--- src/rtl/freq_meas_pkg.sv ---
// Shared state type and default parameters for the gated frequency/duty
// measurement sequencer.
package freq_meas_pkg;

    localparam int CNT_W_DEFAULT       = 32;
    localparam int CH_NUM_DEFAULT      = 2;
    localparam int TIMEOUT_CYC_DEFAULT = 200_000_000;

    typedef enum logic [1:0] {
        ST_IDLE = 2'd0,
        ST_ARM  = 2'd1,
        ST_MEAS = 2'd2,
        ST_DONE = 2'd3
    } meas_state_e;

endpackage

--- src/rtl/freq_meas_sched_edge_sync.sv ---
// Brings one asynchronous wave_in bit into pll_clk and flags its rising edges;
// level is the delayed copy so it lines up with the rise flag.
module edge_sync
    import freq_meas_pkg::*;
(
    input  logic pll_clk,
    input  logic sys_rst_n,
    input  logic wave_in,
    output logic rise,
    output logic level
);

    logic sync1_r;
    logic sync2_r;
    logic dly_r;

    // Two-stage synchronizer followed by the edge register.
    always_ff @(posedge pll_clk or negedge sys_rst_n) begin
        if (!sys_rst_n) begin
            sync1_r <= 1'b0;
            sync2_r <= 1'b0;
            dly_r   <= 1'b0;
        end else begin
            sync1_r <= wave_in;
            sync2_r <= sync1_r;
            dly_r   <= sync2_r;
        end
    end

    assign rise  = sync2_r & ~dly_r;
    assign level = dly_r;

endmodule

--- src/rtl/freq_meas_sched.sv ---
// Round-robin scheduler for equal-precision N-period measurements on the
// wave_in channels, with per-channel timeout and a valid/ready result port.
module freq_meas_sched
    import freq_meas_pkg::*;
#(
    parameter int  CNT_W       = CNT_W_DEFAULT,
    parameter int  TIMEOUT_CYC = TIMEOUT_CYC_DEFAULT,
    parameter int  CH_NUM      = CH_NUM_DEFAULT,
    localparam int CH_W        = (CH_NUM > 1) ? $clog2(CH_NUM) : 1
) (
    input  logic              pll_clk,
    input  logic              sys_rst_n,
    input  logic              start,
    input  logic              stop,
    input  logic              cont,
    input  logic [CH_NUM-1:0] ch_en,
    input  logic [15:0]       n_periods,
    input  logic [CH_NUM-1:0] wave_in,
    output logic              busy,
    output logic              res_valid,
    input  logic              res_ready,
    output logic [CH_W-1:0]   res_ch,
    output logic [CNT_W-1:0]  res_ticks,
    output logic [CNT_W-1:0]  res_high,
    output logic              res_timeout
);

    localparam logic [CNT_W-1:0] CNT_ZERO = {CNT_W{1'b0}};
    localparam logic [CNT_W-1:0] CNT_ONES = {CNT_W{1'b1}};
    localparam logic [CNT_W-1:0] TMO_LAST = CNT_W'(TIMEOUT_CYC - 1);
    localparam logic [CH_W:0]    CH_ZERO  = {(CH_W+1){1'b0}};
    localparam logic [CH_W:0]    CH_ONE   = {{CH_W{1'b0}}, 1'b1};

    function automatic logic [CNT_W-1:0] sat_inc(input logic [CNT_W-1:0] v);
        if (v == CNT_ONES) begin
            return v;
        end else begin
            return v + {{(CNT_W-1){1'b0}}, 1'b1};
        end
    endfunction

    // Lowest enabled channel with index >= from; MSB of the result is "found".
    function automatic logic [CH_W:0] pick_ch(input logic [CH_NUM-1:0] mask,
                                              input logic [CH_W:0]     from);
        logic [CH_W:0] r;
        r = CH_ZERO;
        for (int i = CH_NUM - 1; i >= 0; i--) begin
            if (mask[i] && (i >= int'(from))) begin
                r = {1'b1, CH_W'(i)};
            end else begin
                r = r;
            end
        end
        return r;
    endfunction

    logic [CH_NUM-1:0] rise_s;
    logic [CH_NUM-1:0] level_s;

    for (genvar g = 0; g < CH_NUM; g++) begin : g_sync
        edge_sync u_edge_sync (
            .pll_clk   (pll_clk),
            .sys_rst_n (sys_rst_n),
            .wave_in   (wave_in[g]),
            .rise      (rise_s[g]),
            .level     (level_s[g])
        );
    end

    meas_state_e       state_r, state_nx;
    logic [CH_NUM-1:0] ch_en_r, ch_en_nx;
    logic [15:0]       n_r, n_nx;
    logic [CH_W-1:0]   cur_ch_r, cur_ch_nx;
    logic [CNT_W-1:0]  tmo_r, tmo_nx;
    logic [CNT_W-1:0]  ticks_r, ticks_nx;
    logic [CNT_W-1:0]  high_r, high_nx;
    logic [15:0]       edges_r, edges_nx;
    logic              busy_r, busy_nx;
    logic              res_valid_r, res_valid_nx;
    logic [CH_W-1:0]   res_ch_r, res_ch_nx;
    logic [CNT_W-1:0]  res_ticks_r, res_ticks_nx;
    logic [CNT_W-1:0]  res_high_r, res_high_nx;
    logic              res_timeout_r, res_timeout_nx;

    logic              sel_rise_s;
    logic              sel_level_s;
    logic [CH_W:0]     pick_s;
    logic              go_arm_s;
    logic              go_done_s;
    logic              done_tmo_s;

    assign sel_rise_s  = rise_s[cur_ch_r];
    assign sel_level_s = level_s[cur_ch_r];

    // Next-state, counter and result computation for the scheduler.
    always_comb begin
        state_nx       = state_r;
        ch_en_nx       = ch_en_r;
        n_nx           = n_r;
        cur_ch_nx      = cur_ch_r;
        tmo_nx         = tmo_r;
        ticks_nx       = ticks_r;
        high_nx        = high_r;
        edges_nx       = edges_r;
        res_valid_nx   = res_valid_r;
        res_ch_nx      = res_ch_r;
        res_ticks_nx   = res_ticks_r;
        res_high_nx    = res_high_r;
        res_timeout_nx = res_timeout_r;
        pick_s         = CH_ZERO;
        go_arm_s       = 1'b0;
        go_done_s      = 1'b0;
        done_tmo_s     = 1'b0;

        if (stop) begin
            state_nx     = ST_IDLE;
            res_valid_nx = 1'b0;
        end else begin
            case (state_r)
                ST_IDLE: begin
                    if (start && (ch_en != {CH_NUM{1'b0}})) begin
                        ch_en_nx = ch_en;
                        n_nx     = (n_periods == 16'd0) ? 16'd1 : n_periods;
                        pick_s   = pick_ch(ch_en, CH_ZERO);
                        go_arm_s = 1'b1;
                    end else begin
                        state_nx = ST_IDLE;
                    end
                end
                ST_ARM: begin
                    tmo_nx = sat_inc(tmo_r);
                    // A rise in the ARM entry cycle (tmo still 0) is not taken.
                    if (tmo_r >= TMO_LAST) begin
                        go_done_s  = 1'b1;
                        done_tmo_s = 1'b1;
                    end else if (sel_rise_s && (tmo_r != CNT_ZERO)) begin
                        state_nx = ST_MEAS;
                    end else begin
                        state_nx = ST_ARM;
                    end
                end
                ST_MEAS: begin
                    tmo_nx   = sat_inc(tmo_r);
                    ticks_nx = sat_inc(ticks_r);
                    if (sel_level_s) begin
                        high_nx = sat_inc(high_r);
                    end else begin
                        high_nx = high_r;
                    end
                    if (sel_rise_s) begin
                        edges_nx = edges_r + 16'd1;
                    end else begin
                        edges_nx = edges_r;
                    end
                    if (sel_rise_s && ((edges_r + 16'd1) == n_r)) begin
                        go_done_s = 1'b1;
                    end else if (tmo_r >= TMO_LAST) begin
                        go_done_s  = 1'b1;
                        done_tmo_s = 1'b1;
                    end else begin
                        state_nx = ST_MEAS;
                    end
                end
                ST_DONE: begin
                    if (res_ready) begin
                        res_valid_nx = 1'b0;
                        pick_s       = pick_ch(ch_en_r, {1'b0, cur_ch_r} + CH_ONE);
                        if (pick_s[CH_W]) begin
                            go_arm_s = 1'b1;
                        end else if (cont) begin
                            pick_s   = pick_ch(ch_en_r, CH_ZERO);
                            go_arm_s = 1'b1;
                        end else begin
                            state_nx = ST_IDLE;
                        end
                    end else begin
                        state_nx = ST_DONE;
                    end
                end
                default: begin
                    state_nx = ST_IDLE;
                end
            endcase

            if (go_done_s) begin
                state_nx       = ST_DONE;
                res_valid_nx   = 1'b1;
                res_ch_nx      = cur_ch_r;
                res_timeout_nx = done_tmo_s;
                res_ticks_nx   = done_tmo_s ? CNT_ZERO : ticks_nx;
                res_high_nx    = done_tmo_s ? CNT_ZERO : high_nx;
            end else if (go_arm_s) begin
                state_nx  = ST_ARM;
                cur_ch_nx = pick_s[CH_W-1:0];
                tmo_nx    = CNT_ZERO;
                ticks_nx  = CNT_ZERO;
                high_nx   = CNT_ZERO;
                edges_nx  = 16'd0;
            end else begin
                cur_ch_nx = cur_ch_r;
            end
        end

        busy_nx = (state_nx != ST_IDLE);
    end

    // State, counter and registered-output update.
    always_ff @(posedge pll_clk or negedge sys_rst_n) begin
        if (!sys_rst_n) begin
            state_r       <= ST_IDLE;
            ch_en_r       <= {CH_NUM{1'b0}};
            n_r           <= 16'd1;
            cur_ch_r      <= {CH_W{1'b0}};
            tmo_r         <= CNT_ZERO;
            ticks_r       <= CNT_ZERO;
            high_r        <= CNT_ZERO;
            edges_r       <= 16'd0;
            busy_r        <= 1'b0;
            res_valid_r   <= 1'b0;
            res_ch_r      <= {CH_W{1'b0}};
            res_ticks_r   <= CNT_ZERO;
            res_high_r    <= CNT_ZERO;
            res_timeout_r <= 1'b0;
        end else begin
            state_r       <= state_nx;
            ch_en_r       <= ch_en_nx;
            n_r           <= n_nx;
            cur_ch_r      <= cur_ch_nx;
            tmo_r         <= tmo_nx;
            ticks_r       <= ticks_nx;
            high_r        <= high_nx;
            edges_r       <= edges_nx;
            busy_r        <= busy_nx;
            res_valid_r   <= res_valid_nx;
            res_ch_r      <= res_ch_nx;
            res_ticks_r   <= res_ticks_nx;
            res_high_r    <= res_high_nx;
            res_timeout_r <= res_timeout_nx;
        end
    end

    assign busy        = busy_r;
    assign res_valid   = res_valid_r;
    assign res_ch      = res_ch_r;
    assign res_ticks   = res_ticks_r;
    assign res_high    = res_high_r;
    assign res_timeout = res_timeout_r;

endmodule

--- config.mk ---
export PLATFORM = sky130hd
export DESIGN_NAME = freq_meas_sched
export DESIGN_NICKNAME = d
export VERILOG_FILES = /design/src/rtl/freq_meas_pkg.sv /design/src/rtl/freq_meas_sched_edge_sync.sv /design/src/rtl/freq_meas_sched.sv
export SDC_FILE = /design/constraint.sdc
export NUM_CORES = 1
export LEC_CHECK = 0
export ABC_AREA = 1
export CORE_ASPECT_RATIO = 0.8
export CORE_MARGIN = 10
export CORE_UTILIZATION = 54
export DETAILED_ROUTE_END_ITERATION = 8
export GPL_TIMING_DRIVEN = 0
export PLACE_DENSITY = 0.78
export SYNTH_ARGS = -nofsm -noshare
export SYNTH_HDL_FRONTEND = slang
export SYNTH_HIERARCHICAL = 1
export SYNTH_SLANG_ARGS = --single-unit
--- constraint.sdc ---
create_clock -name pll_clk -period 2.2 [get_ports pll_clk]
set_input_delay 0.55 -clock pll_clk [delete_from_list [all_inputs] [get_ports pll_clk]]
set_output_delay 0.55 -clock pll_clk [all_outputs]
set_load 0.01 [all_outputs]
# Word-level counts from Yosys, hierarchy flattened
# Cells that the tools add are included.
[totals]
register_bits = 207
output_inout_bits = 68
memories = 0
elab_cells = 126
ram_bits = 0
rom_bits = 0
inputBits = 26
latch_bits = 0
[op_classes]
mul = 0
bitwise_logic = 6
n_lt_le_gt_ge = 4
n_shift = 0
muxes = 67
n_eq_ne = 7
div_mod_pow = 0
n_reduce_logical = 17
n_addsub = 5
[ops]
columns = ["cell", "count"]
rows = [
  ["$mux W32", 15],
  ["$add A32 B1 Y32 const B", 3],
  ["$eq A32 B32 Y1 const B", 3],
  ["$mux W16", 5],
  ["$ge A32 B28 Y1 const B", 1],
  ["$mux W2", 16],
  ["$reduce_bool A32 Y1", 1],
  ["$mux W1", 26],
  ["$add A16 B1 Y16 const B", 1],
  ["$eq A16 B16 Y1", 1],
  ["$logic_not A16 Y1", 1],
  ["$pmux W1 S2", 4],
  ["$pmux W2 S4", 1],
  ["$reduce_and A3 Y1", 2],
  ["$reduce_bool A3 Y1", 2],
  ["$logic_and A1 B1 Y1", 5],
  ["$eq A2 B2 Y1 const B", 2],
  ["$ge A1 B2 Y1 const A", 2],
  ["$not A1 Y1", 4],
  ["$reduce_and A2 Y1", 2],
  ["$reduce_bool A2 Y1", 2],
  ["$add A1 B1 Y2 const B", 1],
  ["$and A1 B1 Y1", 2],
  ["$eq A2 B1 Y1 const B", 1],
  ["3 further kinds", 3],
]

# Depth between registers and ports, before layout
# Gate-level depths: netlist of the first run.
[logic_depth]
depth_word = 16
mapped_depth = 20
mapped_depth_nobuf = 19

# Hierarchy
# Netlist of the first run, hierarchy kept.
[modules_own_cells]
columns = ["mod", "seq_area_each_um2", "cells_each", "instances", "area_each_um2"]
rows = [
  ["freq_meas_sched", 5031.1, 1601, 1, 11810.1],
  ["edge_sync", 75.1, 5, 2, 85.1],
]

# Least setup slack after synthesis of the first run
# Ideal clock, no wire load.
[synth_path]
path_kind = "register to register"
startpoint = "register edges_r[0]"
endpoint = "register res_timeout_r, in the netlist res_timeout"
required_time_ns = 2.080
synth_period_minus_slack_ns = 2.219
stages_incl_launch_ff = 18
slack_ns = -0.019
t_arrival_ns = 2.099
n_path_buf = 1
setup_ns = 0.120
cell_sequence = "dfrtp_1 ha_1 or2_2 nand3_1 nand2_1 nor2_1 nand2_1 nor2_1 nand2_1 nor2_2 nand3_2 nand3_2 nand2_4 inv_2 nand2_4 buf_6 nand2_1 o21ai_2"
[synth_between]
elab_chain_len = 7
elab_cells_between_ends = 10
cone_classes = "add/sub (1); eq/ne (1); mux (6); reduce/logical (2)"
[synth_rtl]
columns = ["element", "line", "text"]
rows = [
  ["start, declared", "freq_meas_sched.sv:77", "logic [15:0] edges_r, edges_nx;"],
  ["start signal, assigned", "freq_meas_sched.sv:232", "edges_r <= edges_nx;"],
  ["$add A16 B1 Y16 (*)", "freq_meas_sched.sv:155", "if (sel_rise_s && ((edges_r + 16'd1) == n_r)) begin"],
  ["$eq A16 B16 Y1 (*)", "freq_meas_sched.sv:155", ""],
  ["$logic_and A1 B1 Y1 (*)", "freq_meas_sched.sv:155", ""],
  ["$mux W1", "freq_meas_sched.sv:155", ""],
  ["$pmux W1 S2", "freq_meas_sched.sv:119", "case (state_r)"],
  ["$mux W1", "freq_meas_sched.sv:115", "if (stop) begin"],
  ["$reduce_and A2 Y1 (no source line)", "--", ""],
  ["end signal, assigned", "freq_meas_sched.sv:238", "res_timeout_r <= res_timeout_nx;"],
  ["end, declared", "freq_meas_sched.sv:83", "logic res_timeout_r, res_timeout_nx;"],
]
# Mark *: on every way between the ends. The rest lies on a longest branch, timed or not. The select of a mux whose other input is x is not followed.
# A chain may end at the register's enable or synchronous reset.

# Worst setup path in the final report of the first run
[layout_path]
startpoint = "register edges_r[0]"
endpoint = "register res_ticks_r[27], in the netlist res_ticks[27]"
[layout_between]
elab_chain_len = 7
elab_cells_between_ends = 11
cone_classes = "add/sub (1); eq/ne (1); mux (7); reduce/logical (2)"
[layout_rtl]
columns = ["element", "line", "text"]
rows = [
  ["$add A16 B1 Y16 (*)", "freq_meas_sched.sv:155", ""],
  ["$eq A16 B16 Y1 (*)", "freq_meas_sched.sv:155", ""],
  ["$logic_and A1 B1 Y1 (*)", "freq_meas_sched.sv:155", ""],
  ["$mux W1", "freq_meas_sched.sv:155", ""],
  ["$pmux W1 S2", "freq_meas_sched.sv:119", ""],
  ["$mux W1", "freq_meas_sched.sv:115", ""],
  ["$mux W32 / $reduce_and A2 Y1 (equally long branches)", "--", ""],
  ["end signal, assigned", "freq_meas_sched.sv:236", "res_ticks_r <= res_ticks_nx;"],
  ["end, declared", "freq_meas_sched.sv:81", "logic [CNT_W-1:0] res_ticks_r, res_ticks_nx;"],
]
# Marked as above.

==> out/results.ini, run 1 <==
[global_routing]
grt_first_pass_wirelength_um=59200
grt_pass1_vias=11400
antenna_found_initial=0
track_usage_pct=24.5
grt_start_max_net_pins=120
grt.overflow.total=0

[final_layout]
antenna_cells=0
seq_area_um2=5190
layout.nets=1802
area_delta_synth_final_pct=27.8
multiInputGateArea_um2=6670
design_area_um2=15300
drive_above_1_share_pct=17.6
nFillCells=1758
finalNonFillerCells=2083

[sta]
post-route-period-util_pct=120
rsz0062_at_grt=yes
final.setup_skew_ps=15.0
fin_ws_ps=-448
fin_hold_ws_ps=12.9
slew_headroom_pct=44.8
finalHoldViolCount=0
max_clock_freq_ghz=0.378
final_max_slew_viol_count=0
setup_viol=158
period_minus_slack_ps=2650
worst_slew_pin_slew_ps=827

[run_status]
violations=negative setup slack
status=complete, but fails checks

[yosys]
synth_edf_count=0
yosysUniqueCellTypes=49
ys_seq_area_share_pct=43.2
yosys_warnings=6
yosys-top-cells-area=dfrtp_1 (43%), nand2_1 (15%), xor2_1 (5.7%), nor2_1 (5.2%), nand3_1 (5.0%)
syn-mean-instance-area_um2=7.44
synth_fp_nets=1646
ys_ff_latch=207
synth_top_area_share_pct=43.0
ys_async_sr_fraction_pct=100
yosys_most_used_dff=dfrtp_1
netlist_area_um2=12000
synth_top_cell_by_area=dfrtp_1
synth_cells=1611

[worst_setup_path]
end_kind=flip-flop
critPathMaxFanout=8
r2r-start=edges_r[0]
critPathLaunchType=flip-flop
critPathKind=flip-flop to flip-flop
cp.required_ps=2650
crit_path_end=res_ticks[27]
r2r_slack_ps=-450
ff2ff_path_depth=19
rr_endpoint=res_ticks[27]
arrival_ps=3100
crit_start=edges_r[0]

[clock_tree]
cts_buffer_depth=3
clock-sinks=207
cts_tree=built
clk_pin_slew_ps=60
insertion_delay_ps=520
htree_levels=1
cts_root_buffer=clkbuf_16
cts_buffers=23

[die]
std_cell_rows=48
die_y_um=153
die_area_um2=28600
io_pins=94
fp.dieW_um=187
core_area_um2=21700
start_util_pct=55.3

[pwr]
ir_drop_mv=0.940
power_leakage_nw=6.74
cellPowerDensity_nw_per_um2=1050

[drt]
vias=11900
post_drt_wl_per_cell_um=17.8
drt_first_iter_violations=1308
dr.pass1.iters=5
routed_via_density=5.72
routed_wl_um=37000
ant_nets=0
drc_errors=0

[placement]
dpl_cell_area_um2=13300
gp_congestion=0.980
dp_hpwl_um=25700
place_inst=2004
place.port_buffers=92

[flow_run]
drv_cap=0

[hold_path]
hp-class=primary input to async pin

-- metrics by stage --
stage          setup TNS, ps  utilization [%]  power, mW  worst slack [ps]
6_report              -43200             70.6       16.1              -448
5_1_grt               -65680             70.6       17.0              -587
3_3_place_gp        -1821110             61.3       10.8             -8180
4_1_cts               -34630             67.8       15.4              -392
2_1_floorplan         -0.260                -       8.67            -0.260
3_5_place_dp         -141170             61.4       11.0             -1130
-- state kept, by name, indices dropped and copies added, names as in the netlist, 16 cells and up --
signal / count
edges_r: 16
high_r: 32
tmo_r: 32
n_r: 16
res_ticks: 32
res_high: 32
ticks_r: 32
-- routing by layer --
layer	global-route usage [%]	routed length, um	up-vias
li1	-	-	5615
met1	35.2	16400	5737
met2	37.7	16500	500
met3	3.98	3100	71
met4	6.21	989	0
met5	0	0	-
-- worst min-delay path by stage --
stage,startpoint,end,cells past startpoint
2_1_floorplan,sys_rst_n,busy,0
3_3_place_gp,g_sync[0].u_edge_sync/sync1_r,g_sync[0].u_edge_sync/sync2_r,0
3_5_place_dp,g_sync[0].u_edge_sync/sync1_r,g_sync[0].u_edge_sync/sync2_r,0
4_1_cts,sys_rst_n,tmo_r[12],1
5_1_grt,sys_rst_n,tmo_r[12],1
6_report,sys_rst_n,tmo_r[12],1
-- cells by family after synthesis --
logic type / after synthesis / synth area share (%)
AO/OA/AOI/OAI: 188 / 9.04
XOR/XNOR: 85 / 6.33
adder cells (fa/ha/maj): 9 / 0.940
buffers and inverters: 203 / 7.06
flip-flops: 207 / 43.2
AND/OR/NAND/NOR: 919 / 33.4
-- report_power, final --
group          total, mW  internal, mW  switching (mW)
Sequential          5.56          4.75           0.814
Combinational       6.48          2.68            3.80
Clock               4.01          2.38            1.62
Total               16.1          9.81            6.24
-- layout make-up --
| cell class | instances | share of cell area [%] |
|---|---|---|
| clock inverter | 10 | 0.695 |
| tap | 300 | 2.45 |
| buffer | 53 | 2.52 |
| multi-input combinational | 1203 | 43.5 |
| sequential | 207 | 33.9 |
| timing repair buffer | 130 | 8.71 |
| clock buffer | 31 | 4.41 |
| inverter | 149 | 3.81 |
-- placed cells by master (no fill, tap or decap), types with 29 or more instances in the layout --
cell type        instances
buf_4                   29
clkdlybuf4s50_1         91
dfrtp_1                201
inv_1                  136
nand2_1                395
nand2_2                 64
nand3_1                111
nand4_1                 44
nor2_1                 126
nor2_2                  35
nor3_1                  44
o21ai_0                 97
o22ai_1                 30
xor2_1                  77
-- critical path: stages (launching register included) --
cell     delay (ps)
dfrtp_2         410
ha_4            170
nand2_4          60
nor2_4          200
nand3_2         120
nand2_2         100
nand2_2          50
nand2_1          70
nand2_1          60
nor2_2          150
nand2_1         100
nor2_2          150
nand3_2         100
nand3_2         110
nand2_4         110
nor2_8          180
buf_12          170
buf_12          140
nand2_4          50
nand2_2          50
-- Yosys cell counts, drive strengths merged, types with 4 or more instances --
library cell and number:
or2 6, nor3 54, ha 9, inv 146, clkbuf 31, o22ai 30, o2111ai 7, dfrtp 206
a211oi 4, nand2 484, buf 23, xnor2 6, nor2 177, nand4 44, nor4 24, xor2 78
o21ai 110, a21oi 22, nand3 123
-- what timing repair did --
item / in CTS / in global routing
hold buffers: 0 / 0
buffers inserted: 26 / 2
setup endpoints to repair: 194 / 201
pin swaps: 37 / 53
gates resized for setup: 109 / 164
hold endpoints to repair: 0 / 0
gates cloned: 7 / 4
Note: power is estimated with default switching activity, not from simulation.
==> run 2, diff against run 1 <==
Settings changed: CTS_CLUSTER_DIAMETER set to 30.
==> out/results.ini, run 2 (synthesis gave the netlist of run 1 again) <==
[run_status]
status=complete, but fails checks
violations=negative setup slack

[sta]
tns_ps=-35350  ; +7850 ps
finalHoldViolCount=0  ; unchanged
setup_viol=97  ; -39%
fin_ws_ps=-525  ; -77.0 ps
post-route-period-util_pct=124  ; +3.5 points
worst_slew_pin_slew_ps=850  ; +22.8 ps
rsz0062_at_grt=yes
period_minus_slack_ps=2730  ; +77.0 ps
final_max_slew_viol_count=0  ; unchanged
fin_hold_ws_ps=32.2  ; +19.3 ps
max_clock_freq_ghz=0.367  ; -2.8%
slew_headroom_pct=43.3  ; -1.5 points
final.setup_skew_ps=35.0  ; +20.0 ps

[drt]
drt_first_iter_violations=1281  ; -2.1%
drc_errors=0  ; unchanged
routed_wl_um=38400  ; +3.9%
vias=12300  ; +2.9%
routed_via_density=5.76  ; +0.69%
dr.pass1.iters=8  ; +3
ant_nets=0  ; unchanged
post_drt_wl_per_cell_um=18.0  ; +1.7%

[clock_tree]
clk_pin_slew_ps=60  ; about the same
cts_buffers=39  ; +70%
cts_tree=built
insertion_delay_ps=530  ; about the same
clock-sinks=207  ; unchanged
htree_levels=2  ; +1
cts_hold_buf=0  ; unchanged
cts_root_buffer=clkbuf_16
cts_buffer_depth=3  ; unchanged

[global_routing]
grt_start_max_net_pins=120  ; unchanged
grt.overflow.total=0  ; unchanged
track_usage_pct=24.7  ; +0.21 points
grt_first_pass_wirelength_um=59700  ; +0.85%
grt_pass1_vias=11600  ; +1.9%
antenna_found_initial=0  ; unchanged

[placement]
place.port_buffers=92  ; unchanged
gp_congestion=0.980  ; unchanged
place_inst=2004  ; unchanged
dp_hpwl_um=25700  ; unchanged

[pwr]
cellPowerDensity_nw_per_um2=1130  ; +8.2%
comb_power_share_pct=36.1  ; -4.3 points
power_leakage_nw=7.05  ; +4.7%
pwr-share-clk_pct=33.3  ; +8.3 points
power_frac_seq_pct=30.7  ; -3.9 points
netSwitchingFraction_pct=36.9  ; -2.0 points
switching_power_mw=6.67  ; +6.9%
ir_drop_mv=0.880  ; -6.4%
internal-power_mw=11.4  ; +17%

[hold_path]
hp-class=primary input to async pin

[final_layout]
antenna_cells=0  ; unchanged
layout.nets=1835  ; +1.8%
finalNonFillerCells=2129  ; +2.2%
final_common_cell=nand2_1
layout_common_cells=nand2_1 (448), dfrtp_1 (197), nor2_1 (136)
area_delta_synth_final_pct=33.2
drive_above_1_share_pct=18.5  ; +0.93 points

[worst_setup_path]
end_kind=flip-flop
critPathLaunchType=flip-flop
critPathKind=flip-flop to flip-flop
cp.required_ps=2660  ; about the same
ff2ff_path_depth=18  ; -1
arrival_ps=3180  ; +80 ps
critPathMaxFanout=7  ; -1

[die]
fp.dieW_um=187  ; unchanged
die_y_um=153  ; unchanged
die_area_um2=28600  ; unchanged
std_cell_rows=48  ; unchanged
io_pins=94  ; unchanged
start_util_pct=55.3  ; unchanged
core_area_um2=21700  ; unchanged

[flow_run]
drv_cap=0  ; unchanged

-- run 2: cell count changes in the layout (fill, tap and decap cells not counted), sizes merged --
cell / delta
buf: +23
nand2: -1
inv: +1
bufinv: +1
clkbuf: +15
clkinv: +3
clkinvlp: +4
-- run 2: per-stage QoR --
| step | utilization, % | power [mW] | setup slack, ps | cell area [um^2] |
|---|---|---|---|---|
| 2_1_floorplan | - | 8.67 | -0.260 | 12000 |
| 3_3_place_gp | 61.3 | 10.8 | -8180 | 13300 |
| 3_5_place_dp | 61.4 | 11.0 | -1130 | 13300 |
| 4_1_cts | 69.7 | 17.4 | -428 | 15100 |
| 5_1_grt | 73.6 | 19.1 | -655 | 16000 |
| 6_report | 73.6 | 18.1 | -525 | 16000 |
-- run 2: final cells by class --
class | instances | area, um^2
buffer | 52 | 407
clock buffer | 51 | 1120
clock inverter | 19 | 210
fill | 1634 | 5720
inverter | 149 | 582
multi-input combinational | 1202 | 6630
sequential | 207 | 5190
tap | 300 | 375
timing repair buffer | 149 | 1440
-- run 2: worst max-delay path, stage by stage, from the launching register on --
cell	delay [ps]
dfrtp_1	430
ha_4	200
nand2_4	60
nor2_4	200
buf_4	160
nand3_2	80
nand3_1	150
nand2_1	90
nor2_2	130
nand2_1	80
nor2_2	120
nand3_2	110
nand3_2	110
nand2_4	90
nor2_8	150
buf_6	170
buf_12	130
nand3_2	90
nand2_1	80
-- run 2: path summary, 6_finish.rpt --
kind,startpoint,endpoint,slack (ps)
worst max register to register,edges_r[1],res_high[8],-530
min in group pll_clk,g_sync[0].u_edge_sync/sync1_r,g_sync[0].u_edge_sync/sync2_r,360
worst min register to register,g_sync[0].u_edge_sync/sync1_r,g_sync[0].u_edge_sync/sync2_r,360
worst min-delay path,sys_rst_n,tmo_r[12],30
max in group asynchronous,sys_rst_n,high_r[6],1090
worst max-delay path,edges_r[1],res_high[8],-530
-- run 2: repair_timing --
item / 4_1_cts / 5_1_grt
resized for setup: 79 / 183
setup buffers: 23 / 31
gates cloned: 1 / 2
pin swaps: 13 / 44
setup endpoints to repair: 194 / 200
-- run 2: metal layers --
layer	GRT usage, %	up-vias	part of all wire (%)
li1	-	5682	-
met1	34.7	5893	43
met2	37.8	591	45
met3	5.00	104	8.7
met4	7.21	0	2.9
met5	0	-	0
-- run 2: power by group through the flow --
stage,Clock [mW],Sequential (mW),Combinational [mW]
floorplan,0,5.56,3.11
global placement,0,5.49,5.33
detailed placement,0,5.50,5.46
CTS,6.06,5.47,5.88
global route,6.25,5.66,7.16
finish,6.02,5.55,6.53
